**config.mk**
```make
export PLATFORM = sky130hd
export DESIGN_NAME = corr_window_engine
export DESIGN_NICKNAME = d
export VERILOG_FILES = /design/src/rtl/corr_window_engine.sv
export SDC_FILE = /design/constraint.sdc
export NUM_CORES = 1
export LEC_CHECK = 0
export ABC_AREA = 1
export CORE_MARGIN = 10
export CORE_UTILIZATION = 50
export CTS_BUF_LIST = sky130_fd_sc_hd__clkbuf_4 sky130_fd_sc_hd__clkbuf_8
export DETAILED_ROUTE_END_ITERATION = 12
export GPL_ROUTABILITY_DRIVEN = 0
export PLACE_DENSITY = 0.67
export SYNTH_ARGS = -nofsm -noshare
export SYNTH_HDL_FRONTEND = slang
export SYNTH_SLANG_ARGS = --single-unit
export TNS_END_PERCENT = 100
```
**constraint.sdc**
```tcl
create_clock -name iCLK -period 6.5 [get_ports iCLK]
set_input_delay 1.95 -clock iCLK [delete_from_list [all_inputs] [get_ports iCLK]]
set_output_delay 1.95 -clock iCLK [all_outputs]
set_load 0.05 [all_outputs]
```
**src/rtl/corr_window_engine.sv**
```systemverilog
// Template/frame cross-correlation engine: walks a TW x TH window from the latched
// origin and returns the saturating sum of pixel products with fixed latency.
`default_nettype none
module corr_window_engine #(
  parameter int H_RES   = 640,
  parameter int V_RES   = 480,
  parameter int TW      = 16,
  parameter int TH      = 16,
  parameter int MEM_LAT = 2,
  parameter int ADDR_W  = 19,
  parameter int TADDR_W = 8
) (
  input  logic               iCLK,
  input  logic               iRST,
  input  logic               iStart,
  input  logic [12:0]        iX,
  input  logic [12:0]        iY,
  output logic               oBusy,
  output logic               oCorrFinished,
  output logic [31:0]        oCurrentCorr,
  output logic [ADDR_W-1:0]  oFrameAddr,
  output logic               oFrameRd,
  input  logic [7:0]         iFrameData,
  output logic [TADDR_W-1:0] oTmplAddr,
  input  logic [7:0]         iTmplData
);

  typedef enum logic [1:0] {IDLE, ISSUE, DRAIN, DONE} state_t;

  state_t               state, state_nxt;
  logic [12:0]          org_x, org_y, tx, ty;
  logic [3:0]           drain_cnt;
  logic [MEM_LAT-1:0]   vld_pipe;
  logic [15:0]          prod;
  logic [31:0]          acc;
  logic [32:0]          acc_sum;
  logic [13:0]          cx, cy;
  logic [31:0]          faddr, taddr;
  logic                 in_frame, last_slot, drain_done, start_ok;

  always_comb begin
    cx         = {1'b0, org_x} + {1'b0, tx};
    cy         = {1'b0, org_y} + {1'b0, ty};
    in_frame   = (cx < 14'(H_RES)) && (cy < 14'(V_RES));
    faddr      = 32'(cy) * 32'(H_RES) + 32'(cx);
    taddr      = 32'(ty) * 32'(TW) + 32'(tx);
    last_slot  = (tx == 13'(TW - 1)) && (ty == 13'(TH - 1));
    // Product of the last slot reaches the accumulator MEM_LAT+2 cycles after issue.
    drain_done = (drain_cnt == 4'(MEM_LAT + 1));
    acc_sum    = {1'b0, acc} + {17'b0, prod};
  end

  always_ff @(posedge iCLK) begin
    if (iRST) state <= IDLE;
    else      state <= state_nxt;
  end

  always_comb begin
    state_nxt     = state;
    oBusy         = 1'b0;
    oCorrFinished = 1'b0;
    oFrameRd      = 1'b0;
    oFrameAddr    = '0;
    oTmplAddr     = '0;
    start_ok      = 1'b0;
    case (state)
      IDLE: begin
        if (iStart) begin
          start_ok  = 1'b1;
          state_nxt = ISSUE;
        end
      end
      ISSUE: begin
        oBusy     = 1'b1;
        oTmplAddr = taddr[TADDR_W-1:0];
        if (in_frame) begin
          oFrameRd   = 1'b1;
          oFrameAddr = faddr[ADDR_W-1:0];
        end
        if (last_slot) state_nxt = DRAIN;
      end
      DRAIN: begin
        oBusy = 1'b1;
        if (drain_done) state_nxt = DONE;
      end
      DONE: begin
        oCorrFinished = 1'b1;
        state_nxt     = IDLE;
      end
      default: state_nxt = IDLE;
    endcase
  end

  always_ff @(posedge iCLK) begin
    if (iRST) begin
      org_x        <= '0;
      org_y        <= '0;
      tx           <= '0;
      ty           <= '0;
      drain_cnt    <= '0;
      vld_pipe     <= '0;
      prod         <= '0;
      acc          <= '0;
      oCurrentCorr <= '0;
    end else begin
      if (start_ok) begin
        org_x <= iX;
        org_y <= iY;
        tx    <= '0;
        ty    <= '0;
        acc   <= '0;
      end else begin
        acc <= acc_sum[32] ? 32'hFFFF_FFFF : acc_sum[31:0];
      end
      if (state == ISSUE) begin
        if (tx == 13'(TW - 1)) begin
          tx <= '0;
          ty <= ty + 13'd1;
        end else begin
          tx <= tx + 13'd1;
        end
      end
      drain_cnt <= (state == DRAIN) ? drain_cnt + 4'd1 : 4'd0;
      // Masked slots never strobe, so their validity bit zeroes the product.
      vld_pipe[0] <= oFrameRd;
      for (int i = 1; i < MEM_LAT; i++) vld_pipe[i] <= vld_pipe[i-1];
      prod <= vld_pipe[MEM_LAT-1] ? ({8'b0, iFrameData} * {8'b0, iTmplData}) : 16'd0;
      if (state == DRAIN && drain_done) oCurrentCorr <= acc;
    end
  end

endmodule
`default_nettype wire

```
# [Word level (Yosys, flattened, before mapping)]
# Index checks and enable logic that the tools add are counted.
# Widths: inputs -> output; s select.
[classes] order_cmp=2 bitwise_logic=2 eq_ne=9 n_mul=2 div=0 shifts=0 n_reduce_logical=10 mux=20 addsub=8
[ops] op="$mux 13" count=6
[ops] op="$mux 19" count=2
[ops] op="$add 32x16->33" count=1
[ops] op="$mux 32" count=1
[ops] op="$add 13x13->14" count=2
[ops] op="$add 13x1->13 const B" count=2
[ops] op="$eq 13x4->1 const B" count=2
[ops] op="$add 19x14->19" count=1
[ops] op="$mul 8x8->16" count=1
[ops] op="$lt 14x10->1 const B" count=1
[ops] op="$lt 14x9->1 const B" count=1
[ops] op="$mul 14x3->12 const B" count=1
[ops] op="$add 8x8->8" count=1
[ops] op="$mux 8" count=1
[ops] op="$pmux 2 s4" count=1
[ops] op="$reduce_or 2->1" count=4
[ops] op="$mux 1" count=6
[ops] op="$mux 2" count=3
[ops] op="$ne 2x2->1 const B" count=3
[ops] op="$add 4x1->4 const B" count=1
[ops] op="$eq 2x2->1 const B" count=2
[ops] op="$eq 4x2->1 const B" count=1
[ops] op="$logic_and 1x1->1" count=3
[ops] op="$reduce_and 3->1" count=1
[ops] op="other kinds (4)" count=5
[word_totals] latch_bits=0 mem_bits_ro=0 inputBits=45 elab_cells=63 mem_bits_rw=0 memories=0 regBits=140

# [Depth between registers and ports, before layout]
[logic_depth] ltp_word=5 ltp_mapped=25 depth_no_buf=25

# [Worst setup path before layout]
# Ideal clock, no wire load.
[synth_timing] path_type="reg-to-output" from="reg ty[0]" to="out oFrameAddr[18]" t_required_ns=4.550 path_buffers=0 path_slack_ns=0.087 arrival_ns=4.463 stages_incl_launch_ff=25 cell_sequence="dfxtp_1 > ha_1 > inv_1 > fa_1 > nand3b_1 > nand2_2 > nand2_1 > nand2_1 > xnor2_1 > inv_1 > ha_1 > ha_1 > inv_1 > xor2_1 > inv_1 > ha_1 > nand2_1 > nor3_1 > a21oi_1 > or2_2 > nor2_1 > nand3_1 > nand3_1 > nand2_1 > nor2_1"
[synth_between] elab_chain_cells=5 elab_cells_between_ends=7 classes_between="add/sub: 2; mul: 1; order compare: 1; mux: 2; reduce/logical: 1"
[synth_rtl] element="from (decl)" line_no="31" source="logic [12:0] org_x, org_y, tx, ty;"
[synth_rtl] element="from (signal assigned)" line_no="118" source="ty <= ty + 13'd1;"
[synth_rtl] element="$add 13x13->14 (*)" line_no="43" source="cy = {1'b0, org_y} + {1'b0, ty};"
[synth_rtl] element="$mul 14x3->12 / $lt 14x9->1 (equally long branches)" line_no="45, 44"
[synth_rtl] element="$add 19x14->19 / $logic_and 1x1->1 (equally long branches)" line_no="45, 44"
[synth_rtl] element="$mux 19 (*)" line_no="76" source="if (in_frame) begin"
[synth_rtl] element="$mux 19 (*)" line_no="66" source="case (state)"
[synth_rtl] element="to (decl)" line_no="21" source="output logic [ADDR_W-1:0] oFrameAddr,"
# Mark *: on every way between the ends. The rest lies on a longest branch, timed or not.

# [Worst setup path in the final report]
[layout_timing] from="reg org_y[3]" to="out oFrameAddr[18]"
[layout_between] elab_chain_cells=5 elab_cells_between_ends=7 classes_between="add/sub: 2; mul: 1; order compare: 1; mux: 2; reduce/logical: 1"
[layout_rtl] element="from (decl)" line_no="31"
[layout_rtl] element="from (signal assigned)" line_no="108" source="org_y <= iY;"
[layout_rtl] element="$add 13x13->14 (*)" line_no="43"
[layout_rtl] element="$mul 14x3->12 / $lt 14x9->1 (equally long branches)" line_no="45, 44"
[layout_rtl] element="$add 19x14->19 / $logic_and 1x1->1 (equally long branches)" line_no="45, 44"
[layout_rtl] element="$mux 19 (*)" line_no="76"
[layout_rtl] element="$mux 19 (*)" line_no="66"
# Marks and branches as above.

==> results.toml <==
[run_status]
outcome = "complete, no violations"

[setup_path]
cp_cell_sequence = "ha_2 > nand2_2 > inv_1 > nand2_1 > nand2_1 > xnor2_2 > inv_1 > ha_1 > ha_4 > nand2_1 > nand3_1 > xor2_1 > inv_1 > ha_4 > nand2_2 > nor3_2 > a21oi_2 > or2_4 > nor2_4 > nand3_2 > nand3_2 > nand2_1 > nor2_2 > buf_12"
crit_top_cell = "nand2_1"
worstPathArrival_ns = 4.45
ff2ff_setup_slack_ns = 3.69
endpoint_kind = "output pin"
cp_slowest_stage_delay_ns = 0.40
cp-startpoint = "org_y[3]$_SDFFE_PP0P_"
cp.required_ns = 4.55
crit_fanout = 6
r2r_cells = 17
r2r_end = "vld_pipe[0]$_SDFF_PP0_"
worst-setup-path-type = "register to output pin"
reg2reg_from = "org_y[0]$_SDFFE_PP0P_"
start_kind = "register"
slowest_stage = "dfxtp_1"

[detailed_routing]
routed_wirelength_um = 29500
postRouteAntennaNets = 0
drtIter0Drc = 689
vias = 10600
avgRoutedWirePerCell_um = 14.7
drc = 0
vias_per_cell = 5.31
dr.pass1.iters = 8

[timing]
slew_headroom = 0.224
max_freq_mhz = 156
rsz0062_at_grt = "true"
period_share = 0.985
slew_violations = 0
fin_tns_setup_ns = 0
setup_viol = 0
fin_hold_ws_ns = 0.420
hold_viol = 0
tightest_slew_ns = 1.16
worst_slack_ns = 0.0965
min_period_ns = 6.40
finalClockSkew_ns = 0.0166

[final_layout]
area_delta_synth_final_pct = 19.2
num_antenna_cells = 0
n_fill_cell = 2043
drive_above_1_share = 0.0852
nets = 1910

[pwr]
total_power_mw = 3.23
pwr-share-comb = 0.463
switching_share = 0.431
p_clk_frac = 0.238
seq_power_share = 0.299
powerDensity_nw_per_um2 = 244
ir_worst_vdd_uv = 143
internal_power_mw = 1.84
power.leakage_nw = 6.26
switchingPower_mw = 1.39

[global_route]
grt_pass1_vias = 10400
overflow = 0
grt_start_max_net_pins = 37
grt_pass1_wl_um = 48800
antenna_found_initial = 0
grt_usage = 0.203

[placed_design]
port_buffers = 106
dpl.hpwl_um = 22600
dp_slack_ns = 0.167

[job]
maxCapViolCount = 0

[logic_synthesis]
netlist_instances = 1609
syn-num-nets = 1807
synth.yosys.seq_area_share = 0.252
synthAdderAreaFrac = 0.201
muxShareOfSynthArea = 0
avgSynthCellArea_sq_um = 6.90
mappedNetlistArea_sq_um = 11100
synth_top_family_by_area = "simple AND/OR/NAND/NOR gates"
ys_warn_count = 0
synthXorXnorAreaFrac = 0.0386
yosys.area_share.simple = 0.269
ys_types = 48
synth_compound_area_frac = 0.131
ys_seq_elements = 140

[worst_hold_path]
holdPathEnd = "vld_pipe[1]$_SDFF_PP0_"
hold_depth = 2
hold_path.class = "register to register"
min_from = "vld_pipe[0]$_SDFF_PP0_"

[cts]
cts_sinks = 140
clk_pin_slew_worst_paths_ns = 0.10
cts_root_buf = "clkbuf_8"
numCtsBuffers = 17
ctsHoldBuffers = 0
clockBufferDepth = 2
clk_latency_ns = 0.47
ctsHtreeMaxLevel = 4
cts_tree = "done"

[floorplan]
start_util = 0.509
num_rows = 54
chipHeight_um = 169
dieArea_sq_um = 28600
dieWidth_um = 169
core_area_sq_um = 21800
io_pins = 107
-- synthesized netlist by cell type (all sizes together) --
library cell  instances  area (sq um)
nand2               355          1340
inv                 264           993
nor2                166           718
a21oi               142           726
dfxtp               140          2800
nand3               113           596
ha                  111          1390
o21ai                77           389
clkbuf               43           161
fa                   42           841
xor2                 27           236
xnor2                22           193
nand4                20           125
nor3                 14          70.1
a31oi                 9          56.3
nand3b                6          45.0
nor4                  6          37.5
or2                   6          37.5
a21o                  5          37.5
a221oi                5          43.8
buf                   5          38.8
a211oi                4          30.0
o21a                  4          30.0
o21bai                4          30.0
clkinv                3          11.3
o2111ai               3          26.3
o211ai                3          22.5
and3                  2          12.5
a2111oi               1          8.76
a22oi                 1          7.51
a311oi                1          8.76
a31o                  1          8.76
and2                  1          6.26
o221a                 1          11.3
o311ai                1          8.76
o31ai                 1          7.51
-- how the worst max path moves through the flow --
stage                     slack, ns                  end  cells after the start
final                           0.1       oFrameAddr[18]                     24
after global routing           -0.1       oFrameAddr[18]                     24
after CTS                     0.001       oFrameAddr[18]                     24
after detailed placement       0.17  prod[13]$_SDFF_PP0_                     16
after global placement         0.21  prod[13]$_SDFF_PP0_                     16
after floorplan                0.09       oFrameAddr[18]                     24
-- final cells by class --
cell class              count  area (sq um)  area share
clock buffers              18           241      0.0182
clock inverters            14           180      0.0136
inverters                 267          1000      0.0759
multi-input cells        1154          7350       0.555
flip-flops and latches    140          2810       0.212
well taps                 280           350      0.0265
repair buffers            132          1310      0.0985
-- placed cells by master, fill, tap and decap left out, types with 3 or more instances in the layout --
| cell | instances |
|---|---|
| a211oi_1 | 4 |
| dfxtp_2 | 6 |
| inv_6 | 4 |
| nand3b_1 | 6 |
| o21bai_1 | 4 |
| nor4_1 | 6 |
| nor2_1 | 144 |
| a21oi_1 | 139 |
| clkbuf_8 | 17 |
| inv_2 | 4 |
| nand3_1 | 104 |
| inv_1 | 259 |
| ha_4 | 9 |
| o21ai_1 | 5 |
| nand2_1 | 348 |
| xnor2_2 | 4 |
| dfxtp_1 | 134 |
| xor2_1 | 24 |
| clkdlybuf4s50_1 | 98 |
| a31oi_1 | 9 |
| nor2_2 | 10 |
| a21o_1 | 5 |
| nand4_1 | 20 |
| o211ai_1 | 3 |
| clkinv_1 | 3 |
| buf_4 | 26 |
| a221oi_1 | 5 |
| buf_12 | 5 |
| o2111ai_1 | 3 |
| or2_2 | 4 |
| ha_1 | 100 |
| nand2_2 | 7 |
| xnor2_1 | 18 |
| nor2_4 | 12 |
| nand3_2 | 8 |
| o21ai_0 | 71 |
| fa_1 | 40 |
| nor3_1 | 13 |
| inv_8 | 4 |
| o21a_1 | 4 |
-- worst max-delay path: cells and delay by family (launching register included) --
kind | cells | cell delay, ns
xor gates and xnor gates | 2 | 0.35
AOI/OAI and AO/OA | 1 | 0.08
adders and majority gates | 4 | 1.29
DFF | 1 | 0.40
and+or+nand+nor | 13 | 1.42
buffers and inverters | 4 | 0.43
-- power by group through the flow --
stage	clock [mW]	combinational [mW]	sequential, mW
2_1_floorplan	0	1.04	0.965
3_3_place_gp	0	1.35	0.980
3_5_place_dp	0	1.36	0.982
4_1_cts	0.786	1.42	0.962
5_1_grt	0.822	1.69	0.973
6_report	0.770	1.50	0.965
-- layer usage --
metal | share of wire | GRT usage | vias up | wire length (um)
li1 | - | - | 5382 | -
met1 | 0.44 | 0.245 | 4943 | 12800
met2 | 0.50 | 0.361 | 280 | 14600
met3 | 0.050 | 0.0371 | 44 | 1480
met4 | 0.017 | 0.0548 | 0 | 503
met5 | 0 | 0 | - | 0
-- metrics by stage --
| step | cells | utilization | area, sq um |
|---|---|---|---|
| after global placement | 1964 | 0.572 | 12500 |
| after CTS | 1999 | 0.598 | 13000 |
| after detailed placement | 1964 | 0.572 | 12500 |
| after global routing | 2005 | 0.607 | 13200 |
| after floorplan | 1609 | - | 11100 |
| final | 2005 | 0.607 | 13200 |
-- state kept, by name, indices dropped and copies added, names as in the netlist --
name / cells
org_x: 13
state: 2
ty: 13
tx: 13
drain_cnt: 4
org_y: 13
vld_pipe: 2
acc: 32
oCurrentCorr: 32
prod: 16
-- cell families (layout without fill, tap and decap cells) --
kind of cell / count (synthesis) / after routing
and+or+nand+nor: 689 / 689
buffers and inverters: 315 / 431
AOI/OAI and AO/OA: 263 / 263
adders and majority gates: 153 / 153
DFF: 140 / 140
xor gates and xnor gates: 49 / 49
-- what timing repair did --
action,CTS,global route
resized for setup,15,37
buffers inserted,3,6
pin swaps,5,19
setup endpoints to repair,5,6
endpoints found under the hold margin,0,0
(Power assumes the default switching activity.)
